===== config.mk =====
export PLATFORM = sky130hd
export DESIGN_NAME = match_stats
export DESIGN_NICKNAME = d
export VERILOG_FILES = /design/src/rtl/match_stats_pkg.sv /design/src/rtl/match_stats_sat.sv /design/src/rtl/match_stats.sv
export SDC_FILE = /design/constraint.sdc
export NUM_CORES = 1
export LEC_CHECK = 0
export ABC_CLOCK_PERIOD_IN_PS = 6400
export BUFFER_PORTS_ARGS = -buffer_cell sky130_fd_sc_hd__buf_2
export CAP_MARGIN = 20
export CORE_MARGIN = 5
export CORE_UTILIZATION = 43
export DETAILED_ROUTE_END_ITERATION = 8
export SETUP_SLACK_MARGIN = 0.5
export SLEW_MARGIN = 20
export SYNTH_ARGS = -nofsm -noshare
export SYNTH_HDL_FRONTEND = slang
export SYNTH_SLANG_ARGS = --single-unit

===== constraint.sdc =====
create_clock -name clk -period 6.4 [get_ports clk]
set_input_delay 1.28 -clock clk [delete_from_list [all_inputs] [get_ports clk]]
set_output_delay 1.28 -clock clk [all_outputs]
set_load 0.02 [all_outputs]

===== src/rtl/match_stats_pkg.sv =====
// Shared types and default widths for the match_stats frame statistics block.
package match_stats_pkg;

    localparam int CNT_W_DEF = 8;
    localparam int RUN_W_DEF = 8;

    // The state encoding doubles as rpt_valid.
    typedef enum logic {
        ACCUM   = 1'b0,
        PENDING = 1'b1
    } state_e;

endpackage


===== src/rtl/match_stats_sat.sv =====
// Saturating up-counter with clear; also exposes the saturated increment of the
// current value so the owner can build look-ahead values from it.
module sat_counter #(
    parameter int W = 8
) (
    input  logic         clk,
    input  logic         reset,
    input  logic         inc,
    input  logic         clr,
    output logic [W-1:0] value,
    output logic [W-1:0] sat_inc
);

    logic [W-1:0] value_q;
    logic [W-1:0] value_d;

    // NOTE: every variable gets a default at the top of always_comb so no path leaves it unassigned (no latch).
    always_comb begin
        sat_inc = (value_q == '1) ? value_q : value_q + W'(1);
        value_d = value_q;
        if (clr) begin
            value_d = '0;
        end else if (inc) begin
            value_d = sat_inc;
        end
    end

    // NOTE: state registers use non-blocking assignments so every flop samples pre-edge values.
    always_ff @(posedge clk) begin
        if (reset) begin
            value_q <= '0;
        end else begin
            value_q <= value_d;
        end
    end

    assign value = value_q;

endmodule


===== src/rtl/match_stats.sv =====
// Per-frame match statistics: counts rising edges of ans and the longest ans=1
// run, snapshots them at frame_end and offers the report on a valid/ready port.
module match_stats
    import match_stats_pkg::*;
#(
    parameter int CNT_W = CNT_W_DEF,
    parameter int RUN_W = RUN_W_DEF
) (
    input  logic             clk,
    input  logic             reset,
    input  logic             ans,
    input  logic             frame_end,
    input  logic             rpt_ready,
    output logic             rpt_valid,
    output logic [CNT_W-1:0] rpt_count,
    output logic [RUN_W-1:0] rpt_max_run,
    output logic             overrun
);

    state_e           state_q, state_d;
    logic             prev_ans_q;
    logic [RUN_W-1:0] max_run_q, max_run_d;
    logic [CNT_W-1:0] rpt_count_q;
    logic [RUN_W-1:0] rpt_max_run_q;
    logic             overrun_q, overrun_d;
    logic             load_rpt;

    logic             evt;
    logic [CNT_W-1:0] cnt, cnt_inc, cnt_n;
    logic [RUN_W-1:0] run_inc, run_n, max_n;
    // The current run length is only needed through its saturated increment.
    logic [RUN_W-1:0] run_unused;

    assign evt = ans & ~prev_ans_q;

    sat_counter #(.W(CNT_W)) u_cnt (
        .clk     (clk),
        .reset   (reset),
        .inc     (evt),
        .clr     (frame_end),
        .value   (cnt),
        .sat_inc (cnt_inc)
    );

    sat_counter #(.W(RUN_W)) u_run (
        .clk     (clk),
        .reset   (reset),
        .inc     (ans),
        .clr     (frame_end | ~ans),
        .value   (run_unused),
        .sat_inc (run_inc)
    );

    // Look-ahead values include the current cycle, so the frame_end sample lands in the closing frame.
    always_comb begin
        cnt_n     = evt ? cnt_inc : cnt;
        run_n     = ans ? run_inc : '0;
        max_n     = (run_n > max_run_q) ? run_n : max_run_q;
        max_run_d = frame_end ? '0 : max_n;
    end

    always_comb begin
        state_d   = state_q;
        overrun_d = overrun_q;
        load_rpt  = 1'b0;
        unique case (state_q)
            ACCUM: begin
                if (frame_end) begin
                    load_rpt = 1'b1;
                    state_d  = PENDING;
                end
            end
            PENDING: begin
                if (rpt_ready) begin
                    if (frame_end) begin
                        load_rpt = 1'b1;
                    end else begin
                        state_d = ACCUM;
                    end
                end else if (frame_end) begin
                    overrun_d = 1'b1;
                end
            end
        endcase
    end

    always_ff @(posedge clk) begin
        if (reset) begin
            state_q       <= ACCUM;
            prev_ans_q    <= 1'b0;
            max_run_q     <= '0;
            rpt_count_q   <= '0;
            rpt_max_run_q <= '0;
            overrun_q     <= 1'b0;
        end else begin
            state_q    <= state_d;
            prev_ans_q <= ans;
            max_run_q  <= max_run_d;
            overrun_q  <= overrun_d;
            if (load_rpt) begin
                rpt_count_q   <= cnt_n;
                rpt_max_run_q <= max_n;
            end
        end
    end

    assign rpt_valid   = (state_q == PENDING);
    assign rpt_count   = rpt_count_q;
    assign rpt_max_run = rpt_max_run_q;
    assign overrun     = overrun_q;

endmodule

## Word-level counts from Yosys, hierarchy flattened

Index checks and enable logic that the tools add are counted.

- Register bits: 43
- Input bits: 5
- Output and inout bits: 18
- Logic and storage cells: 32

- Add/sub/neg operators: 2
- $lt $le $gt $ge: 1
- Equal/unequal tests: 2
- Muxes and demuxes: 10
- Bitwise gates (word level): 6
- Reductions and logical operators: 3

Operators with widths:

| cell | count |
|---|---|
| 8-bit 2-to-1 mux | 5 |
| 8-bit by 1-bit adder with 8-bit output, second input constant | 2 |
| 8-bit equality test, second input constant | 2 |
| 8-bit greater-than comparator | 1 |
| 1-bit NOT | 4 |
| 1-bit case mux with 2 select lines | 2 |
| 2-bit OR reduction | 2 |
| 1-bit 2-to-1 mux | 3 |
| 3-bit AND reduction | 1 |
| 1-bit AND | 1 |
| 1-bit bitwise OR | 1 |

## Logic depth before layout (Yosys ltp)

Gate-level depths: netlist of the first run.

- Depth after elaboration: 5
- Depth in mapped cells: 12

## By module

A second synthesis of the first run with hierarchy kept.

- Cell total of the unflattened synthesis: 292
- Area total of the unflattened synthesis: 2,611.3 µm²

By module, submodules not included:

| module | instances | cells each | area an instance (µm²) | seq. area each (µm²) |
|---|---|---|---|---|
| match_stats | 1 | 150 | 1,387.6 | 540.5 |
| sat_counter | 2 | 71 | 611.8 | 160.2 |

## Worst setup path after synthesis of the first run

Ideal clock, no wire load.

- Path kind: in2reg
- Start: input ans
- End: register rpt_max_run_q[0] (netlist: rpt_max_run[0])
- Arrival time: 3.094 ns
- Data required time: 6.314 ns
- Setup slack: 3.220 ns
- Stages: 9
- Path buffers: 1
- Cell sequence: clkbuf_1 -> nor2b_2 -> ha_1 -> nor2b_1 -> o211ai_2 -> a21oi_2 -> o21ai_4 -> mux2_2 -> a211oi_1

- Cells in the longest elaborated chain, start to end: 3

RTL lines:

| what | line | RTL |
|---|---|---|
| start: declaration | match_stats.sv:11 | `input logic ans,` |
| 8-bit 2-to-1 mux * | match_stats.sv:57 | `run_n = ans ? run_inc : '0;` |
| 8-bit greater-than comparator | match_stats.sv:58 | `max_n = (run_n > max_run_q) ? run_n : max_run_q;` |
| 8-bit 2-to-1 mux * | match_stats.sv:58 |  |
| end signal: assignment | match_stats.sv:102 | `rpt_max_run_q <= max_n;` |
| end: declaration | match_stats.sv:24 | `logic [RUN_W-1:0] rpt_max_run_q;` |

Every way passes the cells marked *; elsewhere a longest branch is shown, timed or not.
A chain may end at the register's enable or synchronous reset.

## Worst setup path in the final report of the first run

- Start: register u_run.value_q[0] (netlist: u_run.value[0])
- End: register rpt_max_run_q[0] (netlist: rpt_max_run[0])

- Cells in the longest elaborated chain, start to end: 5
- Elaborated cells between the ends (all ways): 6
- Those cells by class: add/sub (1); order compare (1); eq/ne (1); mux (3)

RTL lines:

| what | line | RTL |
|---|---|---|
| start: declaration | match_stats_sat.sv:14 | `logic [W-1:0] value_q;` |
| start signal: assignment | match_stats_sat.sv:33 | `value_q <= value_d;` |
| 8-bit by 1-bit adder with 8-bit output / 8-bit equality test (equally long branches) | match_stats_sat.sv:19 | `sat_inc = (value_q == '1) ? value_q : value_q + W'(1);` |
| 8-bit 2-to-1 mux * | match_stats_sat.sv:19 |  |
| 8-bit 2-to-1 mux * | match_stats.sv:57 |  |
| 8-bit greater-than comparator | match_stats.sv:58 |  |
| 8-bit 2-to-1 mux * | match_stats.sv:58 |  |

Marked as above.

==> results of run 1 <==
-- area by class of cell --
type	count	area, µm²	area share [%]
Timing Repair Buffer	22	110	4.95
Clock buffer	6	82.6	3.71
Clock inverter	1	5.00	0.225
Sequential cell	43	861	38.7
Multi-Input combinational cell	162	1060	47.8
Inverter	10	37.5	1.69
Tap cell	52	65.1	2.92
-- cells by family (layout without fill, tap and decap cells) --
family          Yosys count  after routing  share of synthesized area (%)
compound gates           34             34                           12.2
xor+xnor                  5              5                           2.20
fa+ha+maj                10             10                           6.29
buf+inv                  19             39                           3.65
flops                    43             43                           43.3
mux                      16             16                           8.24
simple gates             97             97                           24.2
-- state kept, by name (all words and copies together), names as in the netlist --
name         flops
u_cnt.value      8
rpt_count        8
rpt_valid        1
overrun          1
prev_ans_q       1
u_run.value      8
max_run_q        8
rpt_max_run      8
-- cells in the mapped netlist, types with 2 or more instances --
| cell | n |
|---|---|
| clkbuf_1 | 7 |
| o21ai_1 | 2 |
| xnor2_1 | 2 |
| o21ai_0 | 2 |
| nand2_1 | 14 |
| ha_1 | 10 |
| nand3_1 | 6 |
| and2_1 | 6 |
| mux2i_1 | 13 |
| dfxtp_1 | 43 |
| nand4_1 | 5 |
| mux2_2 | 2 |
| a211oi_1 | 11 |
| xor2_1 | 3 |
| and3_1 | 4 |
| a21oi_1 | 10 |
| nor2_1 | 44 |
| or2_1 | 2 |
| nor2b_1 | 6 |
| a211oi_2 | 2 |
| a31oi_1 | 3 |
| and4_1 | 2 |
| inv_1 | 10 |
| nand2b_1 | 2 |
-- critical path, stage by stage (launching register included) --
cell and delay (ps):
dfxtp_1 450, ha_1 300, inv_1 100, nor3_4 260, mux2i_1 310, nor2b_2 80, ha_1 290, nor2b_1 140
o211ai_2 140, a21oi_2 90, o21ai_4 320, mux2_2 390, a211oi_1 240
-- report_power, final --
group,internal (mW),leakage [nW],switching [mW]
registers,0.275,0.350,0.00393
clock network,0.0846,0.0470,0.0854
logic,0.0187,0.540,0.0319
total,0.378,0.937,0.121
-- worst min-delay path by stage --
stage	startpoint	endpoint	slack, ps	cells past startpoint
6_report	overrun$_SDFFE_PP0P_	overrun$_SDFFE_PP0P_	480	2
5_1_grt	rpt_max_run[0]$_SDFFE_PP0P_	rpt_max_run[0]$_SDFFE_PP0P_	520	2
4_1_cts	overrun$_SDFFE_PP0P_	overrun$_SDFFE_PP0P_	480	2
3_5_place_dp	overrun$_SDFFE_PP0P_	overrun$_SDFFE_PP0P_	460	2
3_3_place_gp	overrun$_SDFFE_PP0P_	overrun$_SDFFE_PP0P_	450	2
2_1_floorplan	u_run.value[7]$_SDFFE_PP0P_	u_run.value[7]$_SDFFE_PP0P_	480	2
-- metal layers --
layer / GRT usage [%] / share of wire, % / wire (µm)
met2: 19.5 / 41 / 1580
met5: 0 / 0 / 0
met4: 4.56 / 1.2 / 45
met3: 4.00 / 5.6 / 214
met1: 18.9 / 52 / 1980
-- metrics by stage --
stage	util (%)	instance area [µm²]
2_1_floorplan	-	1990
3_3_place_gp	48.3	2130
3_5_place_dp	48.3	2130
4_1_cts	50.3	2220
5_1_grt	50.4	2220
6_report	50.4	2220
==> results_dict.tcl, run 1 <==
set metrics [dict create \
    leakage_nw 0.937 \
    dr.pass1.iters 4 \
    reg2reg_to "rpt_max_run[0]$_SDFFE_PP0P_" \
    finalPower_mw 0.499 \
    synth.distinct_cells 37 \
    diodes 0 \
    endpoint_kind "register" \
    status "finished clean" \
    nets 259 \
    synthesis.nets 239 \
    worstPathArrival_ps 3400 \
    required_ps 6600 \
    hp-class "reg2reg" \
    instances_no_fill 296 \
    whs_ps 477 \
    routedWlPerCell_um 12.9 \
    skew_ps 2.47 \
    core_area_um2 4410 \
    r2r_cells 12 \
    cts_tree "yes" \
    post-place-cells 289 \
    ant_nets 0 \
    areaGrowthSynthToFinish_pct 11.8 \
    critPathMaxFanout 8 \
    antenna_found_initial 0 \
    slew_headroom_pct 55.7 \
    hold_viol_final 0 \
    fin_tns_setup_ps 0 \
    synth-seq-area-share_pct 43.3 \
    n_fill_cell 438 \
    cap_violations 0 \
    r2r-start "u_run.value[0]$_SDFFE_PP0P_" \
    synth_edf_count 0 \
    endpoint "rpt_max_run[0]$_SDFFE_PP0P_" \
    rsz0062_at_grt "no" \
    timing.final.crit_share_pct 49.9 \
    crit_path_start "u_run.value[0]$_SDFFE_PP0P_" \
    ys_ff_latch 43 \
    drt_iter0_markers 62 \
    syn_area_um2 1990 \
    rows 24 \
    ys_top_cells_by_area "dfxtp_1 43%, nor2_1 8.3%, mux2i_1 6.5%" \
    clkTransAtPathRegs_ps 70 \
    layout_common_cells "44 x nor2_1, 43 x dfxtp_1, 22 x buf_2" \
    yosys.area.top_type "dfxtp_1" \
    tightest_slew_ps 663 \
    vdd_drop_max_v 0.000125 \
    synth_top_area_share_pct 43.3 \
    synth_warnings 0 \
    synthArstFlopShare_pct 0 \
    p_per_area_nw_per_um2 224 \
    clk_latency_ps 290 \
    hpwl_um 2850 \
    cts_made_buffers 5 \
    final_common_cell "nor2_1" \
    routed_wl_um 3820 \
    cp-start-kind "register" \
    drc_errors 0 \
    viasPerCell 5.21 \
    slew_violations 0 \
    chipWidth_um 78.0 \
    post-place-ws_ps 3000 \
    fin_ws_ps 3200 \
    max_freq_ghz 0.313 \
    drive_above_1_share_pct 17.2 \
    post_cts_buffers 0 \
    synth_cells 224 \
    setup_violations 0 \
    ctsHtreeMaxLevel 2 \
    path_class "reg2reg" \
    grt_overflow_total 0 \
    fp.dieArea_um2 6090 \
    start_util_pct 45.1 \
    cts.root.buffer_cell "clkbuf_8" \
    fp.dieH_um 78.0 \
    gp_congestion 0.778 \
    holdBufCountCts 0 \
    synth_ff_type "dfxtp_1" \
    grt_pass1_wl_um 6720 \
    grt_max_degree 30 \
    post_cts_resized 0 \
    grtUsageTotal_pct 13.4 \
    cts.sinks 43 \
    first_global_vias 1430 \
    cts_buffer_depth 2 \
    place.port_buffers 22 \
    reg2reg_setup_slack_ps 3200 \
    vias 1543 \
    min_period_ps 3200 \
    io_pins 23 \
    avgSynthCellArea_um2 8.88 \
]
Note: power is estimated with default switching activity, not from simulation.
==> run 2, diff against run 1 <==
ABC_AREA = 1   (was default)
ABC_CLOCK_PERIOD_IN_PS = 3100   (was 6400)
clock period = 3.1 ns   (was 6.4 ns; I/O delays follow)
==> results_dict.tcl, run 2 <==
set metrics [dict create \
    status "finished clean" \
    areaGrowthSynthToFinish_pct 15.0 \
    path_cells "ha_2 > nand2_2 > nor2_4 > buf_4 > xnor2_1 > a21oi_2 > ha_1 > nand2_1 > nor2_2 > nand4_4 > a21boi_1 > nand2_1 > nand3_1 > nand2_1 > inv_1" \
    p_per_area_nw_per_um2 466 \
    endpoint "rpt_max_run[6]$_SDFFE_PP0P_" \
    fp.dieH_um 81.1 \
    grtUsageTotal_pct 15.8 \
    placed_area_um2 2350 \
    vdd_drop_max_v 0.000238 \
    synthesis.nets 321 \
    crit_path_start "u_run.value[0]$_SDFFE_PP0P_" \
    cp.depth 15 \
    endpoint_kind "register" \
    synth_cells 306 \
    layout_common_cells "67 x nand2_1, 46 x inv_1, 46 x nor2_1" \
    grt_pass1_wl_um 8060 \
    fin_tns_setup_ps 0 \
    start_util_pct 45.2 \
    timing.final.crit_share_pct 79.1 \
    yosys.area.top_type "dfxtp_1" \
    ctsHtreeMaxLevel 2 \
    grt_max_degree 31 \
    dr.pass1.iters 4 \
    cp-start-kind "register" \
    drc_errors 0 \
    slew_violations 0 \
    finalPower_mw 1.17 \
    routedWlPerCell_um 11.2 \
    synthArstFlopShare_pct 0 \
    diodes 0 \
    gp_congestion 0.847 \
    min_period_ps 2450 \
    rows 25 \
    reg2reg_setup_slack_ps 650 \
    antenna_found_initial 0 \
    routed_wl_um 4500 \
    final_common_cell "nand2_1" \
    synth_warnings 0 \
    cts.root.buffer_cell "clkbuf_8" \
    chipWidth_um 81.1 \
    vias 1852 \
    r2r_cells 15 \
    cts_buffer_depth 2 \
    syn_area_um2 2180 \
    cap_violations 0 \
    synth_ff_type "dfxtp_1" \
    place.port_buffers 22 \
    io_pins 23 \
    max_freq_ghz 0.408 \
    reg2reg_to "rpt_max_run[6]$_SDFFE_PP0P_" \
    crit_buf_inv 2 \
    skew_ps 11.3 \
    fin_area_um2 2500 \
    setup_violations 0 \
    worstPathArrival_ps 2660 \
    synth_common_cells "70 x nand2_1, 48 x nor2_1, 46 x inv_1" \
    hp-class "reg2reg" \
    slew_headroom_pct 42.4 \
    required_ps 3300 \
    fp.dieArea_um2 6580 \
    max_stage_delay_ps 350 \
    rsz0062_at_grt "no" \
    slowest_stage "dfxtp_2" \
    first_global_vias 1795 \
    core_area_um2 4820 \
    ys_ff_latch 43 \
    cts_made_buffers 5 \
    synth_top_area_share_pct 39.6 \
    synth.distinct_cells 29 \
    synth_edf_count 0 \
    critPathMaxFanout 6 \
    cts.sinks 43 \
    grt_overflow_total 0 \
    leakage_nw 1.22 \
    cts_tree "yes" \
    avgSynthCellArea_um2 7.11 \
    final_core_utilization_pct 51.9 \
    clk_latency_ps 300 \
    synth-seq-area-share_pct 39.6 \
    clkTransAtPathRegs_ps 80 \
    hpwl_um 3310 \
    viasPerCell 4.61 \
    hold_viol_final 0 \
    ys_top_cells_by_area "dfxtp_1 40%, nand2_1 12%, nor2_1 8.3%" \
    tightest_slew_ps 863 \
    nets 349 \
    drive_above_1_share_pct 18.5 \
    ant_nets 0 \
    path_class "reg2reg" \
    r2r-start "u_run.value[0]$_SDFFE_PP0P_" \
    yosysMostFrequentCell "nand2_1" \
    cp_common_cell "nand2_1" \
    drt_iter0_markers 108 \
    path_delay_family "simple AND/OR/NAND/NOR gates" \
]
==> run 2: cell count changes in the layout (fill, tap and decap cells not counted), moves of 5 or more <==
cell / change
o21ai_0: +6
a211oi_1: -11
nand3_1: +16
buf_4: +5
a21oi_1: +7
nor2b_1: -5
nand2_1: +53
mux2i_1: -13
and2_1: -6
inv_1: +36
==> run 2: routing by layer <==
layer  share of wire [%]  routed length (µm)  GRT usage, %  vias up
met4                 2.0                  91          7.60        0
li1                    -                   -             -     1005
met5                   0                   0             0        -
met1                  53                2380          21.8      799
met3                 4.6                 209          3.33        8
met2                  40                1820          23.2       40
==> run 2: cells by family after synthesis <==
group           share of synthesized area [%]
fa+ha+maj                                5.75
buf+inv                                  9.66
simple gates                             33.6
compound gates                           9.03
xor+xnor                                 2.36
flops                                    39.6
==> run 2: worst min path at each step <==
stage                              startpoint                        end  slack (ps)  cells after the start
floorplan           u_cnt.value[5]$_SDFF_PP0_  u_cnt.value[5]$_SDFF_PP0_         460                      2
global placement         overrun$_SDFFE_PP0P_       overrun$_SDFFE_PP0P_         450                      1
detailed placement       overrun$_SDFFE_PP0P_       overrun$_SDFFE_PP0P_         460                      1
CTS                      overrun$_SDFFE_PP0P_       overrun$_SDFFE_PP0P_         480                      1
global route             overrun$_SDFFE_PP0P_       overrun$_SDFFE_PP0P_         510                      1
finish                   overrun$_SDFFE_PP0P_       overrun$_SDFFE_PP0P_         470                      1
==> run 2: per-stage QoR <==
step / cells / hold WS [ps] / setup slack [ps]
floorplan: 306 / 461 / 899
global placement: 390 / 447 / 627
detailed placement: 390 / 456 / 536
CTS: 398 / 477 / 523
global route: 402 / 506 / 478
finish: 402 / 472 / 648
==> run 2: area by class of cell <==
type / instances / area [µm²]
clock buffers: 6 / 72.6
fillers: 509 / 2320
repair buffers: 27 / 148
flip-flops and latches: 43 / 863
clock inverters: 2 / 12.5
inverters: 50 / 188
multi-input cells: 207 / 1130
well taps: 67 / 83.8
==> run 2: timing repair <==
action,in CTS,in global routing
resized for setup,0,11
buffers inserted,0,4
hold buffers,0,0
endpoints found under the setup margin,0,16
==> run 2: where the power goes <==
group,internal (mW),switching (mW)
sequential,0.577,0.0124
clock,0.158,0.196
combinational,0.0773,0.145
total,0.812,0.354
==> run 3, diff against run 2 <==
ABC_CLOCK_PERIOD_IN_PS = 2500   (was 3100)
clock period = 2.5 ns   (was 3.1 ns; I/O delays follow)
==> results_dict.tcl, run 3 (synthesis results as in run 2) <==
set metrics [dict create \
    drive_above_1_share_pct 32.2 \
    grt_max_degree 26 \
    antenna_found_initial 0 \
    vias 1925 \
    hold_start "overrun$_SDFFE_PP0P_" \
    path_class "reg2reg" \
    whs_ps 472 \
    grtUsageTotal_pct 16.5 \
    viasPerCell 4.64 \
    place.port_buffers 22 \
    rsz0062_at_grt "yes" \
    required_ps 2730 \
    status "finished clean" \
    r2r-start "u_run.value[0]$_SDFFE_PP0P_" \
    io_pins 23 \
    first_global_vias 1829 \
    cp-start-kind "register" \
    routed_wl_um 5070 \
    fp.dieArea_um2 6580 \
    hold_viol_final 0 \
    rows 25 \
    fp.dieH_um 81.1 \
    clk_latency_ps 300 \
    slew_violations 0 \
    cts_tree "yes" \
    critPathMaxFanout 6 \
    min_period_ps 2360 \
    post-place-cells 392 \
    layout_common_cells "52 x nand2_1, 44 x inv_1, 44 x nor2_1" \
    regArea_um2 871 \
    drt_iter0_markers 106 \
    slew_headroom_pct 75.3 \
    post-place-ws_ps 96.9 \
    hpwl_um 3400 \
    worstPathArrival_ps 2590 \
    endpoint_kind "register" \
    reg2reg_to "rpt_max_run[1]$_SDFFE_PP0P_" \
    cts.root.buffer_cell "clkbuf_8" \
    p_per_area_nw_per_um2 538 \
    routedWlPerCell_um 12.2 \
    cts.sinks 43 \
    timing.final.crit_share_pct 94.2 \
    cts_made_buffers 5 \
    core_area_um2 4820 \
    instances_no_fill 415 \
    max_freq_ghz 0.425 \
    r2r_cells 16 \
    gp_congestion 0.833 \
    grt_overflow_total 0 \
    tightest_slew_ps 366 \
    nets 362 \
    chipWidth_um 81.1 \
    n_fill_cell 448 \
    vdd_drop_max_v 0.000352 \
    fin_ws_ps 145 \
    finalPower_mw 1.54 \
    holdBufCountCts 0 \
    multi_input_area_um2 1380 \
    dr.pass1.iters 6 \
    areaGrowthSynthToFinish_pct 31.5 \
    clkTransAtPathRegs_ps 80 \
    fin_tns_setup_ps 0 \
    cap_violations 0 \
    hp-class "reg2reg" \
    ctsHtreeMaxLevel 2 \
    reg2reg_setup_slack_ps 140 \
    diodes 0 \
    skew_ps 8.39 \
    hold_depth 1 \
    setup_violations 0 \
    grt_pass1_wl_um 8420 \
    drc_errors 0 \
    final_common_cell "nand2_1" \
    leakage_nw 1.37 \
    cts_buffer_depth 2 \
    start_util_pct 45.2 \
    ant_nets 0 \
    min_to "overrun$_SDFFE_PP0P_" \
]
## run 3: cell count changes in the layout (fill, tap and decap cells not counted), moves of 3 or more
cell	delta
nand2_1	-15
buf_4	+10
nand2_2	+10
nand3_1	-9
nand3_2	+8
ha_4	+4
nand2_4	+4
ha_1	-3
nor2_4	+3
## run 3: worst max-delay path, stage by stage, from the launching register on
cell	delay (ps)
dfxtp_4	370
ha_4	140
nand2_4	60
nor2_4	240
nand2_4	140
nand3_2	100
nand2_2	70
inv_2	70
ha_4	200
a21oi_1	120
nor2_1	80
nor2_4	190
nand2_8	100
buf_4	150
nand3_1	60
nand2_1	70
a21oi_1	110
## run 3: stage by stage
step	area (µm²)	util (%)
after global placement	2450	50.9
after global routing	2860	59.4
after CTS	2730	56.7
after floorplan	2260	-
final	2860	59.4
after detailed placement	2450	50.9
## run 3: what timing repair did
item / in CTS / in global routing
gates resized for setup: 28 / 21
buffers inserted: 10 / 4
gates cloned: 1 / 0
pin swaps: 14 / 13
endpoints found under the setup margin: 16 / 17
## run 3: worst max-delay path by stage
stage,slack (ps),end,startpoint
3_5_place_dp,100,rpt_max_run[7]$_SDFFE_PP0P_,u_run.value[4]$_SDFFE_PP0P_
5_1_grt,20,rpt_max_run[1]$_SDFFE_PP0P_,u_run.value[0]$_SDFFE_PP0P_
4_1_cts,260,rpt_max_run[2]$_SDFFE_PP0P_,u_run.value[1]$_SDFFE_PP0P_
3_3_place_gp,150,rpt_max_run[7]$_SDFFE_PP0P_,u_run.value[2]$_SDFFE_PP0P_
6_report,140,rpt_max_run[1]$_SDFFE_PP0P_,u_run.value[0]$_SDFFE_PP0P_
2_1_floorplan,430,rpt_max_run[6]$_SDFFE_PP0P_,u_run.value[1]$_SDFFE_PP0P_
## run 3: routing by layer
metal | share of wire [%] | global-route usage [%] | vias up
li1 | - | - | 1034
met1 | 50 | 22.6 | 842
met2 | 45 | 26.2 | 42
met3 | 3.1 | 2.99 | 7
met4 | 1.4 | 5.57 | 0
met5 | 0 | 0 | -
## run 3: report_power, final
part           switching [mW]  total (mW)  internal (mW)
clock                   0.237       0.432          0.195
combinational           0.231       0.377          0.147
sequential             0.0151       0.729          0.714
## run 3: final cells by class
| class | count | share of cell area, % |
|---|---|---|
| Multi-Input combinational cell | 208 | 48.2 |
| Sequential cell | 43 | 30.4 |
| Timing Repair Buffer | 39 | 8.88 |
| Inverter | 50 | 6.56 |
| Tap cell | 67 | 2.93 |
| Clock buffer | 6 | 2.54 |
| Clock inverter | 2 | 0.437 |
